**config.mk**
```make
export PLATFORM = sky130hd
export DESIGN_NAME = demux_decode
export DESIGN_NICKNAME = d
export VERILOG_FILES = /design/src/rtl/demux_decode.sv
export SDC_FILE = /design/constraint.sdc
export NUM_CORES = 1
export LEC_CHECK = 0
export ABC_AREA = 0
export BUFFER_PORTS_ARGS = -buffer_cell sky130_fd_sc_hd__buf_2
export CORE_UTILIZATION = 55
export CTS_BUF_LIST = sky130_fd_sc_hd__clkbuf_4 sky130_fd_sc_hd__clkbuf_8
export CTS_CLUSTER_DIAMETER = 120
export DETAILED_ROUTE_END_ITERATION = 16
export GPL_TIMING_DRIVEN = 0
export PLACE_DENSITY = 0.81
export SETUP_SLACK_MARGIN = 0.02
export SLEW_MARGIN = 20
export SYNTH_ARGS = -nofsm -noshare
export SYNTH_HDL_FRONTEND = slang
export SYNTH_SLANG_ARGS = --single-unit
```
**constraint.sdc**
```tcl
create_clock -name clk -period 2.02 [get_ports clk]
set_clock_uncertainty 0.1 [all_clocks]
set_input_delay 0.101 -clock clk [delete_from_list [all_inputs] [get_ports clk]]
set_output_delay 0.101 -clock clk [all_outputs]
set_load 0.02 [all_outputs]
```
**src/rtl/demux_decode.sv**
```systemverilog
// demux_decode: registered 1-to-N stream demultiplexer.
// One beat per cycle enters on a valid/ready input together with a select
// vector. The highest set select bit picks the target port (same priority rule
// as the upstream priority mux); the beat parks in that port's one-deep slot.
// Each port drains under its own valid/ready, so a stalled port only blocks
// beats aimed at it. An all-zero select drops the beat and bumps drop_cnt.
//
// Ports:
//   clk, rst_n        clock, asynchronous active-low reset
//   flush             synchronous clear of all slot valids; blocks input
//   in_valid/in_ready input handshake; in_ready never looks at in_valid
//   in_data, in_sel   payload and select vector (highest set bit wins)
//   out_valid/ready   per-port handshake
//   out_data          port i payload at [i*DATA_W +: DATA_W]
//   drop_cnt          saturating count of beats dropped for zero select
//   busy              OR of out_valid

// One output slot: valid bit plus payload register.
module demux_decode_slot #(
  parameter int DATA_W = 8
) (
  input  logic              clk,
  input  logic              rst_n,
  input  logic              flush,
  input  logic              fill,     // accepted beat targets this slot
  input  logic [DATA_W-1:0] din,
  input  logic              ready,    // consumer accepts
  output logic              vld_o,
  output logic [DATA_W-1:0] data_o
);
  logic              vld_q, vld_d;
  logic [DATA_W-1:0] data_q, data_d;

  // Fill beats drain, so a same-cycle drain+fill keeps the slot full.
  always_comb begin
    vld_d  = vld_q;
    data_d = data_q;
    if (flush)              vld_d = 1'b0;
    else if (fill)          vld_d = 1'b1;
    else if (vld_q & ready) vld_d = 1'b0;
    if (fill) data_d = din;
  end

  always_ff @(posedge clk or negedge rst_n) begin
    if (!rst_n) begin
      vld_q  <= 1'b0;
      data_q <= '0;
    end else begin
      vld_q  <= vld_d;
      data_q <= data_d;
    end
  end

  assign vld_o  = vld_q;
  assign data_o = data_q;
endmodule

module demux_decode #(
  parameter int DATA_W  = 8,
  parameter int N_PORTS = 8
) (
  input  logic                      clk,
  input  logic                      rst_n,
  input  logic                      flush,
  input  logic                      in_valid,
  output logic                      in_ready,
  input  logic [DATA_W-1:0]         in_data,
  input  logic [N_PORTS-1:0]        in_sel,
  output logic [N_PORTS-1:0]        out_valid,
  input  logic [N_PORTS-1:0]        out_ready,
  output logic [N_PORTS*DATA_W-1:0] out_data,
  output logic [15:0]               drop_cnt,
  output logic                      busy
);
  logic [N_PORTS-1:0]             sel_oh;
  logic                           sel_none;
  logic                           tgt_free;
  logic                           accept;
  logic [N_PORTS-1:0][DATA_W-1:0] slot_data;
  logic [15:0]                    drop_q, drop_d;

  // Highest set bit wins: later (higher) hits overwrite earlier ones.
  always_comb begin
    sel_oh = '0;
    for (int i = 0; i < N_PORTS; i++) begin
      if (in_sel[i]) begin
        sel_oh    = '0;
        sel_oh[i] = 1'b1;
      end
    end
  end

  assign sel_none = ~|in_sel;
  // Target slot can take a beat if empty or draining this cycle.
  assign tgt_free = |(sel_oh & (~out_valid | out_ready));
  assign in_ready = ~flush & (sel_none | tgt_free);
  assign accept   = in_valid & in_ready;

  for (genvar g = 0; g < N_PORTS; g++) begin : g_slot
    demux_decode_slot #(.DATA_W(DATA_W)) u_slot (
      .clk    (clk),
      .rst_n  (rst_n),
      .flush  (flush),
      .fill   (accept & sel_oh[g]),
      .din    (in_data),
      .ready  (out_ready[g]),
      .vld_o  (out_valid[g]),
      .data_o (slot_data[g])
    );
  end

  assign out_data = slot_data;
  assign busy     = |out_valid;

  // Saturating drop counter; flush already blocks accept.
  always_comb begin
    drop_d = drop_q;
    if (accept & sel_none & ~&drop_q) drop_d = drop_q + 16'd1;
  end

  always_ff @(posedge clk or negedge rst_n) begin
    if (!rst_n) drop_q <= '0;
    else        drop_q <= drop_d;
  end

  assign drop_cnt = drop_q;
endmodule

```
== Word level (Yosys, flattened, before mapping) ==
Index checks and enable logic that the tools add are counted.

* Input port bits: 28
* Output and inout bits: 90
* Register bits after elaboration: 88
* Word-level logic and storage cells: 89

* Reductions and logical operators: 14
* Muxes and demuxes: 32
* Add/sub/neg operators: 1
* Bitwise gates (word level): 25

{| class="wikitable"
|+ Operators with widths
! kind !! count
|-
| 8-bit two-way mux || 6
|-
| 1-bit two-way mux || 25
|-
| 3-bit nonzero test || 8
|-
| 8-bit OR reduction || 3
|-
| 1-bit bitwise AND || 20
|-
| 16-bit by 1-bit adder with 16-bit output, second input constant || 1
|-
| 16-bit AND reduction || 1
|-
| 8-bit bitwise AND || 1
|-
| 8-bit NOT || 1
|-
| 8-bit OR || 1
|-
| 1-bit zero test || 2
|-
| 2-bit two-way mux || 1
|-
| 1-bit NOT || 1
|-
| 1-bit OR || 1
|}

== Depth between registers and ports, before layout ==
Gate-level depths: netlist of run 1.

* Depth after elaboration: 16
* Depth in mapped cells: 8
* Mapped depth without buffers: 5

== Hierarchy ==
From an unflattened synthesis of run 1, not the netlist that was laid out.

* Cell total of the unflattened synthesis: 284
* Area, all modules: 4040.1 µm²

{| class="wikitable"
|+ Modules (own cells, without submodules)
! module !! cells an instance !! times used !! sequential area each (µm²) !! area an instance (µm²)
|-
| demux_decode_slot || 21 || 8 || 225.2 || 371.6
|-
| demux_decode || 116 || 1 || 400.4 || 1067.3
|}

== Least setup slack after synthesis of run 1 ==
OpenSTA, ideal clock, no wires.

* Path kind: in2reg
* From: input in_sel[7]
* To: register g_slot[2].u_slot.data_q[0]
* Required time: 1795 ps
* Data arrival time: 1716 ps
* Stages on the path: 6
* Setup time: 125 ps
* Path buffers: 2
* Slack: 79 ps
* Path through: buf_2 nor3b_4 a222oi_1 buf_2 a311oi_4 mux2_2

* Longest elaborated chain between the ends: 7
* Elaborated cells on any way between the ends: 9
* Classes of those cells: 1 x mux; 5 x bitwise; 3 x reduce/logical

{| class="wikitable"
|+ Ends and longest elaborated chain
! item !! line !! text
|-
| from (decl) || 68 || <nowiki>input logic [N_PORTS-1:0] in_sel,</nowiki>
|-
| 8-bit two-way mux || 86 || <nowiki>if (in_sel[i]) begin</nowiki>
|-
| 8-bit bitwise AND || 95 || <nowiki>assign tgt_free = |(sel_oh & (~out_valid | out_ready));</nowiki>
|-
| 8-bit OR reduction || 95 ||
|-
| 1-bit OR || 96 || <nowiki>assign in_ready = ~flush & (sel_none | tgt_free);</nowiki>
|-
| 1-bit bitwise AND || 96 ||
|-
| 1-bit bitwise AND || 97 || <nowiki>assign accept = in_valid & in_ready;</nowiki>
|-
| 1-bit bitwise AND * || 104 || <nowiki>.fill (accept & sel_oh[g]),</nowiki>
|-
| to (signal assigned) || 50 || <nowiki>data_q <= data_d;</nowiki>
|-
| to (decl) || 32 || <nowiki>logic [DATA_W-1:0] data_q, data_d;</nowiki>
|}

Every way passes the cells marked *; elsewhere a longest branch is shown, timed or not.
A chain may end at the register's enable or synchronous reset.

== Worst setup path after layout of run 1 ==
* From: register g_slot[6].u_slot.vld_q
* To: output in_ready

* Longest elaborated chain between the ends: 6

{| class="wikitable"
|+ Ends and longest elaborated chain
! item !! line !! text
|-
| from (decl) || 31 || <nowiki>logic vld_q, vld_d;</nowiki>
|-
| from (signal assigned) || 49 || <nowiki>vld_q <= vld_d;</nowiki>
|-
| 8-bit NOT || 95 ||
|-
| 8-bit OR || 95 ||
|-
| 8-bit bitwise AND || 95 ||
|-
| 8-bit OR reduction || 95 ||
|-
| 1-bit OR || 96 ||
|-
| 1-bit bitwise AND || 96 ||
|-
| to (decl) || 66 || <nowiki>output logic in_ready,</nowiki>
|}

Every way passes these cells.

==> results of run 1 <==
repair_timing:
action | 4_1_cts | 5_1_grt
hold buffers | 11 | 0
pin swaps | 5 | 4
gates resized for setup | 8 | 8
endpoints found under the setup margin | 65 | 29
buffers inserted | 4 | 8
cloned | 0 | 0
endpoints found under the hold margin | 45 | 0
cell type report:
class,instances,area (sq um)
flip-flops and latches,88,2200
multi-input cells,266,2040
repair buffers,140,865
plain buffers,32,170
fillers,585,2070
clock inverters,7,88.8
inverters,9,33.8
clock buffers,9,124
well taps,102,128
power by group:
group	internal (W)	total [W]	switching, W
clock	0.000597	0.00132	0.000720
combinational	0.000301	0.000806	0.000505
sequential	0.00190	0.00199	0.0000895
total	0.00280	0.00411	0.00131
worst max-delay path, stage by stage, from the launching register on:
cell and delay [ns]:
dfrtp_1 0.38, nand2b_1 0.09, a222oi_1 0.31, buf_4 0.22, o211a_4 0.20, a21oi_1 0.09
buf_2 0.19
Yosys cell counts, types with 2 or more instances:
library cell  number  area, sq um
mux2_2            42          473
o2111ai_1         24          210
a21oi_1            2         10.0
nor4_1            10         62.6
a211oi_1           2         15.0
buf_4              8         60.1
xor2_1             7         61.3
nand3_1           48          240
a21o_1            25          188
nand4_1            5         31.3
or2_2              2         12.5
clkbuf_1          19         71.3
nor3_1             3         15.0
nor2_1             4         15.0
a311oi_1           2         17.5
dfrtp_1           88         2200
a311oi_4           2         52.6
and2_1             2         12.5
buf_1              2         7.51
nor2b_1            5         31.3
inv_1              9         33.8
buf_2              5         25.0
o32ai_1            3         26.3
o21bai_1           4         30.0
nand2_1           17         63.8
o21ai_0           25          125
a2111oi_0          2         17.5
xnor2_1            5         43.8
nor4b_4            2         47.6
nand2b_1           8         50.1
through the flow:
| step | TNS [ns] | instance area (sq um) | hold slack (ns) | utilization | cells |
|---|---|---|---|---|---|
| detailed placement | -13.44 | 5150 | 0.00564 | 0.666 | 616 |
| global placement | -10.24 | 5120 | 0.307 | 0.662 | 615 |
| global route | -0.137 | 5650 | 0.0163 | 0.732 | 653 |
| floorplan | 0 | 4410 | -0.295 | - | 397 |
| CTS | -0.0676 | 5580 | 0.0121 | 0.723 | 647 |
| finish | -0.0299 | 5650 | 0.0163 | 0.732 | 653 |
layer usage:
layer / part of all wire / GRT usage
met5: 0 / 0
met4: 0.022 / 0.116
met3: 0.072 / 0.0653
met2: 0.48 / 0.469
met1: 0.43 / 0.401
final timing paths:
check / endpoint / cells past startpoint
setup reg to reg: g_slot[0].u_slot.data_o[6] / 7
min in group asynchronous: drop_cnt[8] / 2
hold / removal: g_slot[1].u_slot.data_o[0] / 2
max in group asynchronous: g_slot[2].u_slot.data_o[7] / 3
setup / recovery: in_ready / 6
hold reg to reg: drop_cnt[10] / 1
state kept, by name (all words and copies together) (netlist names):
signal / flops
drop_cnt: 16
g_slot.u_slot.data_o: 64
g_slot.u_slot.vld_o: 8
cells by family (layout without fill, tap and decap cells):
logic type | count (synthesis) | in the layout | synth area share
muxes | 43 | 43 | 0.110
DFF | 88 | 88 | 0.499
AOI/OAI and AO/OA | 99 | 99 | 0.173
xor gates and xnor gates | 12 | 12 | 0.0238
buffers and inverters | 43 | 197 | 0.0448
adders and majority gates | 1 | 1 | 0.00284
and+or+nand+nor | 111 | 111 | 0.147
cell usage in the layout, fill, tap and decap left out, types with 3 or more instances in the layout:
| master | count |
|---|---|
| inv_6 | 3 |
| nor4_1 | 10 |
| o21bai_1 | 4 |
| nand4_1 | 5 |
| buf_4 | 17 |
| nor2b_1 | 5 |
| a21o_1 | 25 |
| buf_2 | 117 |
| clkbuf_2 | 5 |
| dlygate4sd3_1 | 11 |
| inv_1 | 9 |
| clkbuf_8 | 9 |
| nand2b_1 | 8 |
| buf_12 | 4 |
| o21ai_0 | 25 |
| xnor2_1 | 5 |
| o32ai_1 | 3 |
| nand3_1 | 47 |
| clkbuf_1 | 12 |
| nor2_1 | 4 |
| nand2_1 | 17 |
| mux2_2 | 42 |
| xor2_1 | 7 |
| o2111ai_1 | 24 |
| dfrtp_1 | 88 |
==> reports/metrics.cfg, run 1 <==
[floorplan]
die_w_um = 91.6
initial_utilization = 0.571
core-area_sq_um = 7730
die_y_um = 91.6
num_rows = 32
die_area_sq_um = 8380
boundaryPins = 118

[grt]
grt_usage = 0.298
grt_pass1_vias = 3789
grt_pass1_wl_mm = 19.4
grt_overflow = 0
grt_start_max_net_pins = 53
antenna_found_initial = 0

[route]
routed_wl_mm = 12.1
via_per_inst = 6.05
drc = 0
drt-wirelength-per-cell_um = 18.6
first_pass_iters = 5
antenna_left = 0
initialDrtViolationCount = 280
vias = 3952

[min_path]
hp-class = primary input to flop
min_from = in_data[0]

[cts]
clock_latency_ns = 0.37
cts_tree = built
htreeDepth = 3
clkTransAtPathRegs_ns = 0.10
clock_sinks = 88
clockBufferDepth = 2
cts_root_buf = clkbuf_8
numCtsBuffers = 9

[power_and_ir_drop]
peakVddDrop_mv = 0.540
p_total_w = 0.00411
power.leakage_nw = 2.59
cellPowerDensity_nw_per_um2 = 727

[critical_path]
cp-start-kind = flop
crit_type = flop to output pin
reg2reg_slack_ns = 0.06
r2r-start = g_slot[1].u_slot.vld_o
crit_start = g_slot[6].u_slot.vld_o
crit_path_end_kind = output pin
worstPathArrival_ns = 1.85
required_ns = 1.82
worstPathMaxFanout = 6

[finish]
antenna_cells = 0
syn_to_final_growth_pct = 28.2
drive_gt1_frac = 0.399
nNetsFinal = 575

[synth]
syn_nets = 426
ys_seq_elements = 88
netlist_area_sq_um = 4410
synth_edf_count = 0
syn_avg_cell_area_sq_um = 11.1
yosysWarnings = 0
ys.flop_type = dfrtp_1
ys_types = 45
ys_seq_area_frac = 0.499
syn_inst = 397
async_reset_ff_frac = 1.00

[run_status]
status = finished with violations
violations = negative setup slack

[sta]
rsz0062_at_grt = yes
period_share = 1.01
tightest_slew_ns = 0.572
setup_violations = 1
slew_headroom = 0.609
setup_slack_ns = -0.0299
fmax_mhz = 488
drv_slew = 0
hold_viol_final = 0
period_needed_ns = 2.05

[placed_design]
io_buffers = 116
pre_cts_slack_ns = -0.352
place_congestion = 0.825
dp.final_hpwl_mm = 7.94

[job]
cap_violations = 0

No activity file was read; power rests on OpenSTA's default activity.
==> run 2, diff against run 1 <==
--- a/config.mk
+++ b/config.mk
@@ -7,12 +7,15 @@
 export LEC_CHECK = 0
 export ABC_AREA = 0
 export BUFFER_PORTS_ARGS = -buffer_cell sky130_fd_sc_hd__buf_2
-export CORE_UTILIZATION = 55
+export CELL_PAD_IN_SITES_DETAIL_PLACEMENT = 1
+export CELL_PAD_IN_SITES_GLOBAL_PLACEMENT = 2
+export CORE_UTILIZATION = 34
 export CTS_BUF_LIST = sky130_fd_sc_hd__clkbuf_4 sky130_fd_sc_hd__clkbuf_8
 export CTS_CLUSTER_DIAMETER = 120
+export CTS_CLUSTER_SIZE = 30
 export DETAILED_ROUTE_END_ITERATION = 16
 export GPL_TIMING_DRIVEN = 0
-export PLACE_DENSITY = 0.81
+export PLACE_DENSITY = 0.79
 export SETUP_SLACK_MARGIN = 0.02
 export SLEW_MARGIN = 20
 export SYNTH_ARGS = -nofsm -noshare
==> run 2 against run 1 <==
Against the previous run: the run still ends with negative setup slack left; via count down 3.2%; largest power group unchanged; critical endpoint is now g_slot[2].u_slot.data_o[6]; critical path depth up 2; utilization down 27 points; cell area up 3.4%.
==> reports/metrics.cfg, run 2 (synthesis gave the netlist of run 1 again) <==
[run_status]
status = finished with violations
violations = negative setup slack

[min_path]
hp-class = primary input to flop
min_from = in_data[6]

[grt]
grt_start_max_net_pins = 48  ; -9.4%
antenna_found_initial = 0  ; unchanged
grt_pass1_wl_mm = 21.0  ; +8.5%
grt_usage = 0.206  ; -0.0919
grt_pass1_vias = 3846  ; +1.5%
grt_overflow = 0  ; unchanged

[cts]
clkTransAtPathRegs_ns = 0.09  ; about the same
clock_latency_ns = 0.37  ; about the same
htreeDepth = 3  ; unchanged
numCtsBuffers = 9  ; unchanged
clock_sinks = 88  ; unchanged
cts_root_buf = clkbuf_8
clockBufferDepth = 2  ; unchanged
cts_tree = built

[sta]
setup_violations = 27  ; +26
hold_ws_ns = 0.0230  ; +0.00668 ns
hold_viol_final = 0  ; unchanged
fmax_mhz = 470  ; -3.7%
period_share = 1.05  ; +0.0390
drv_slew = 0  ; unchanged
tightest_slew_ns = 0.703  ; +0.132 ns
period_needed_ns = 2.13  ; +0.0787 ns
fin_setup_tns_ns = -1.59  ; -1.56 ns
rsz0062_at_grt = yes
setup_slack_ns = -0.109  ; -0.0787 ns
slew_headroom = 0.530  ; -0.0793

[critical_path]
crit_path_end_kind = flop
crit_start = g_slot[6].u_slot.vld_o
required_ns = 2.17  ; +0.35 ns
r2r-start = g_slot[6].u_slot.vld_o
cp-start-kind = flop
worstPathMaxFanout = 9  ; +3
worstPathArrival_ns = 2.28  ; +0.43 ns
crit_type = flop to flop

[finish]
drive_gt1_frac = 0.408  ; +0.00833
multi_input_area_sq_um = 2100  ; +2.7%
nNetsFinal = 576  ; +0.17%
mostFrequentLayoutCell = buf_2
layout_common_cells = buf_2, dfrtp_1, nand3_1
fin_util = 0.463  ; -0.269
fillers = 1457  ; +150%
largest_reg_flops = 64  ; unchanged
syn_to_final_growth_pct = 32.5
antenna_cells = 0  ; unchanged
register_area_sq_um = 2200  ; unchanged

[floorplan]
num_rows = 41  ; +28%
initial_utilization = 0.349  ; -0.221
die_y_um = 116  ; +27%
core-area_sq_um = 12600  ; +63%
die_w_um = 116  ; +27%
boundaryPins = 118  ; unchanged
die_area_sq_um = 13400  ; +60%

[placed_design]
dp.final_hpwl_mm = 9.61  ; +21%
io_buffers = 116  ; unchanged
place_congestion = 0.760  ; -7.9%

[route]
antenna_left = 0  ; unchanged
routed_wl_mm = 13.5  ; +11%
initialDrtViolationCount = 157  ; -44%
first_pass_iters = 4  ; -1
vias = 3827  ; -3.2%
drt-wirelength-per-cell_um = 18.7  ; +0.40%
drc = 0  ; unchanged
via_per_inst = 5.29  ; -13%

[job]
cap_violations = 0  ; unchanged

[power_and_ir_drop]
power.leakage_nw = 2.64  ; +1.9%
cellPowerDensity_nw_per_um2 = 731  ; +0.47%
peakVddDrop_mv = 0.412  ; -24%

run 2: cell types whose count changed in the layout (fill, tap and decap cells not counted), sizes merged:
cell      delta
bufinv       +1
buf          +2
clkinvlp     -1
clkinv       -1
run 2: power by group:
group / switching, W / internal [W]
Clock: 0.000704 / 0.000751
Combinational: 0.000513 / 0.000317
Sequential: 0.0000859 / 0.00190
Total: 0.00130 / 0.00297
run 2: repair_timing:
action,4_1_cts,5_1_grt
buffers inserted,5,7
gates cloned,0,0
resized for setup,4,30
pin swaps,5,3
hold buffers,11,0
setup endpoints to repair,68,59
hold endpoints to repair,97,0
run 2: metal layers:
metal	part of all wire	wire, um	up-vias	global-route usage
met2	0.47	6330	105	0.327
met5	0	0	-	0
li1	-	-	1787	-
met3	0.054	730	16	0.0397
met1	0.46	6210	1919	0.279
met4	0.019	252	0	0.0761
run 2: critical path, stage by stage, from the launching register on:
cell and delay (ns):
dfrtp_1 0.41, nand2b_1 0.12, a222oi_1 0.12, buf_4 0.20, buf_6 0.12, buf_12 0.12, a311oi_4 0.33, buf_12 0.18
mux2_2 0.33
run 2: final cells by class:
cell class	count	area share
clock buffers	10	0.0236
well taps	172	0.0368
clock inverters	6	0.0167
flip-flops and latches	88	0.377
repair buffers	140	0.152
plain buffers	33	0.0296
multi-input cells	266	0.359
inverters	9	0.00578
run 2: path summary, 6_finish.rpt:
path,end,slack (ns),cells past startpoint
hold reg to reg,drop_cnt[10],0.40,1
setup / recovery,g_slot[2].u_slot.data_o[6],-0.11,8
min in group asynchronous,g_slot[5].u_slot.data_o[3],0.12,2
hold / removal,g_slot[3].u_slot.data_o[6],0.02,2
max in group asynchronous,g_slot[1].u_slot.data_o[3],1.11,3
setup reg to reg,g_slot[2].u_slot.data_o[6],-0.11,8
run 2: stage by stage:
step	power (W)	instances	instance area, sq um	setup WS, ns
finish	0.00427	724	5840	-0.109
CTS	0.00429	717	5680	-0.118
detailed placement	0.00280	686	5240	-0.403
floorplan	0.00246	397	4410	0.0793
global placement	0.00277	685	5210	-0.389
global route	0.00446	724	5840	-0.181
==> run 3, diff against run 2 <==
--- a/config.mk
+++ b/config.mk
@@ -16,6 +16,7 @@
 export DETAILED_ROUTE_END_ITERATION = 16
 export GPL_TIMING_DRIVEN = 0
 export PLACE_DENSITY = 0.79
+export REMOVE_ABC_BUFFERS = 1
 export SETUP_SLACK_MARGIN = 0.02
 export SLEW_MARGIN = 20
 export SYNTH_ARGS = -nofsm -noshare
==> run 3 against run 2 <==
Against the previous run: the flow now finishes without violations; wire length increased by 6.6%; sequential cell count unchanged; via count decreased by 0.76%; utilization about the same; largest cell class unchanged.
==> reports/metrics.cfg, run 3 (synthesis gave the netlist of run 1 again) <==
[critical_path]
crit_start = g_slot[7].u_slot.vld_o
crit_path_end_kind = output pin
reg2reg_depth = 6  ; -2
crit_type = flop to output pin
reg2reg_slack_ns = 0.08  ; +0.19 ns
slowest_stage = dfrtp_1
crit_chain = nand2b_1 -> a222oi_1 -> buf_4 -> o211a_4 -> a21oi_2 -> buf_6
worstPathMaxFanout = 2  ; -7
r2r-start = g_slot[7].u_slot.vld_o
required_ns = 1.82  ; -0.35 ns
worstPathArrival_ns = 1.77  ; -0.51 ns
crit_path_max_incr_delay_ns = 0.39  ; -0.02 ns
cp-start-kind = flop

[power_and_ir_drop]
p_comb_frac = 0.202  ; +0.008
swShare = 0.310  ; +0.00505
switchingPower_w = 0.00131  ; +0.91%
peakVddDrop_mv = 0.375  ; -8.8%
pwr-share-clk = 0.329  ; -0.012
internal-power_w = 0.00292  ; -1.5%
cellPowerDensity_nw_per_um2 = 725  ; -0.77%
pwr-share-seq = 0.469  ; +0.004
power.leakage_nw = 2.65  ; +0.41%
p_total_w = 0.00424  ; -0.73%

[cts]
clock_sinks = 88  ; unchanged
cts_tree = built
clkTransAtPathRegs_ns = 0.09  ; about the same
clockBufferDepth = 2  ; unchanged
cts_root_buf = clkbuf_8
clock_latency_ns = 0.38  ; about the same
numCtsBuffers = 9  ; unchanged
htreeDepth = 3  ; unchanged

[placed_design]
io_buffers = 117  ; +0.86%
dp.cells = 665  ; -3.1%
dp.final_hpwl_mm = 9.67  ; +0.70%
place_congestion = 0.756  ; -0.54%

[sta]
fmax_mhz = 509  ; +8.3%
period_share = 0.973  ; -0.0804
hold_ws_ns = 0.0117  ; -0.0112 ns
setup_violations = 0  ; -100%
rsz0062_at_grt = yes
tightest_slew_ns = 0.832  ; +0.129 ns
slew_headroom = 0.437  ; -0.0923
hold_viol_final = 0  ; unchanged
period_needed_ns = 1.97  ; -0.162 ns
drv_slew = 0  ; unchanged

[floorplan]
die_w_um = 116  ; unchanged
num_rows = 41  ; unchanged
die_y_um = 116  ; unchanged
core-area_sq_um = 12600  ; unchanged
boundaryPins = 118  ; unchanged
initial_utilization = 0.349  ; unchanged
die_area_sq_um = 13400  ; unchanged

[grt]
grt_usage = 0.223  ; +0.0177
antenna_found_initial = 1  ; +1
grt_start_max_net_pins = 66  ; +38%
grt_pass1_wl_mm = 22.3  ; +6.2%
grt_pass1_vias = 3953  ; +2.8%
grt_overflow = 0  ; unchanged

[finish]
stdcell_count = 712  ; -1.7%
layout_common_cells = buf_2, dfrtp_1, nand3_1
nNetsFinal = 565  ; -1.9%
mostFrequentLayoutCell = buf_2
drive_gt1_frac = 0.430  ; +0.0220
syn_to_final_growth_pct = 32.5  ; about the same
antenna_cells = 0  ; unchanged
fin_util = 0.463  ; about the same
fillers = 1428  ; -2.0%
largest_reg_flops = 64  ; unchanged

[route]
via_per_inst = 5.33  ; +0.91%
antenna_left = 0  ; unchanged
initialDrtViolationCount = 168  ; +7.0%
drc = 0  ; unchanged
drt-wirelength-per-cell_um = 20.2  ; +8.4%
routed_wl_mm = 14.4  ; +6.6%
first_pass_iters = 4  ; unchanged
vias = 3798  ; -0.76%

[job]
cap_violations = 0  ; unchanged

[min_path]
hp-class = primary input to flop
min_from = in_data[0]
whs_path_depth = 2  ; unchanged

[run_status]
status = complete, no violations

==> run 3: cell types whose count changed in the layout (fill, tap and decap cells not counted), moves of 2 or more <==
| cell | change |
|---|---|
| nor2b_2 | -2 |
| mux2_2 | +9 |
| clkinvlp_4 | +2 |
| clkbuf_2 | -4 |
| mux2_4 | -8 |
| buf_1 | -2 |
| buf_6 | +3 |
| buf_4 | +3 |
| clkbuf_1 | -14 |
| dlygate4sd3_1 | +2 |
==> run 3: cell type report <==
class,count,area [sq um],area share
multi-input cells,267,2130,0.364
clock inverters,6,92.6,0.0158
clock buffers,9,124,0.0212
inverters,9,33.8,0.00578
well taps,172,215,0.0368
repair buffers,161,1050,0.180
flip-flops and latches,88,2200,0.377
==> run 3: per-stage QoR <==
step	setup TNS, ns	setup slack [ns]	area [sq um]
after floorplan	-165.74	-3.23	4250
after global placement	-292.81	-5.08	5050
after detailed placement	-37.21	-0.741	5200
after CTS	0	0.0232	5740
after global routing	-0.121	-0.100	5850
final	0	0.0538	5850
==> run 3: metal layers <==
metal | routed length [um] | up-vias | track usage | part of all wire
li1 | - | 1768 | - | -
met1 | 6410 | 1903 | 0.297 | 0.44
met3 | 850 | 17 | 0.0455 | 0.059
met5 | 10 | - | 0 | 0.00069
met2 | 6870 | 108 | 0.358 | 0.48
met4 | 263 | 2 | 0.0846 | 0.018
==> run 3: power by group through the flow <==
stage | Sequential [W] | Combinational, W | Clock [W]
final | 0.00199 | 0.000857 | 0.00139
after CTS | 0.00199 | 0.000836 | 0.00142
after floorplan | 0.00218 | 0.000252 | 0
after detailed placement | 0.00202 | 0.000794 | 0
after global routing | 0.00201 | 0.000924 | 0.00146
after global placement | 0.00201 | 0.000746 | 0
==> run 3: worst paths after layout <==
| path | endpoint |
|---|---|
| max reg2reg | g_slot[2].u_slot.data_o[3] |
| max in group asynchronous | g_slot[4].u_slot.vld_o |
| max | in_ready |
| min | g_slot[3].u_slot.data_o[0] |
| min reg2reg | drop_cnt[10] |
| min in group asynchronous | g_slot[5].u_slot.data_o[3] |
==> run 3: timing repair <==
item,in CTS,in global routing
cloned,0,1
endpoints found under the setup margin,71,42
pin swaps,9,6
endpoints found under the hold margin,95,0
gates resized for setup,7,19
hold buffers,13,0
setup buffers,16,5
==> run 3: critical path: cells and delay by family (launching register included) <==
family	cells	cell delay, ns
buf+inv	2	0.33
flops	1	0.39
compound gates	3	0.54
simple gates	1	0.12
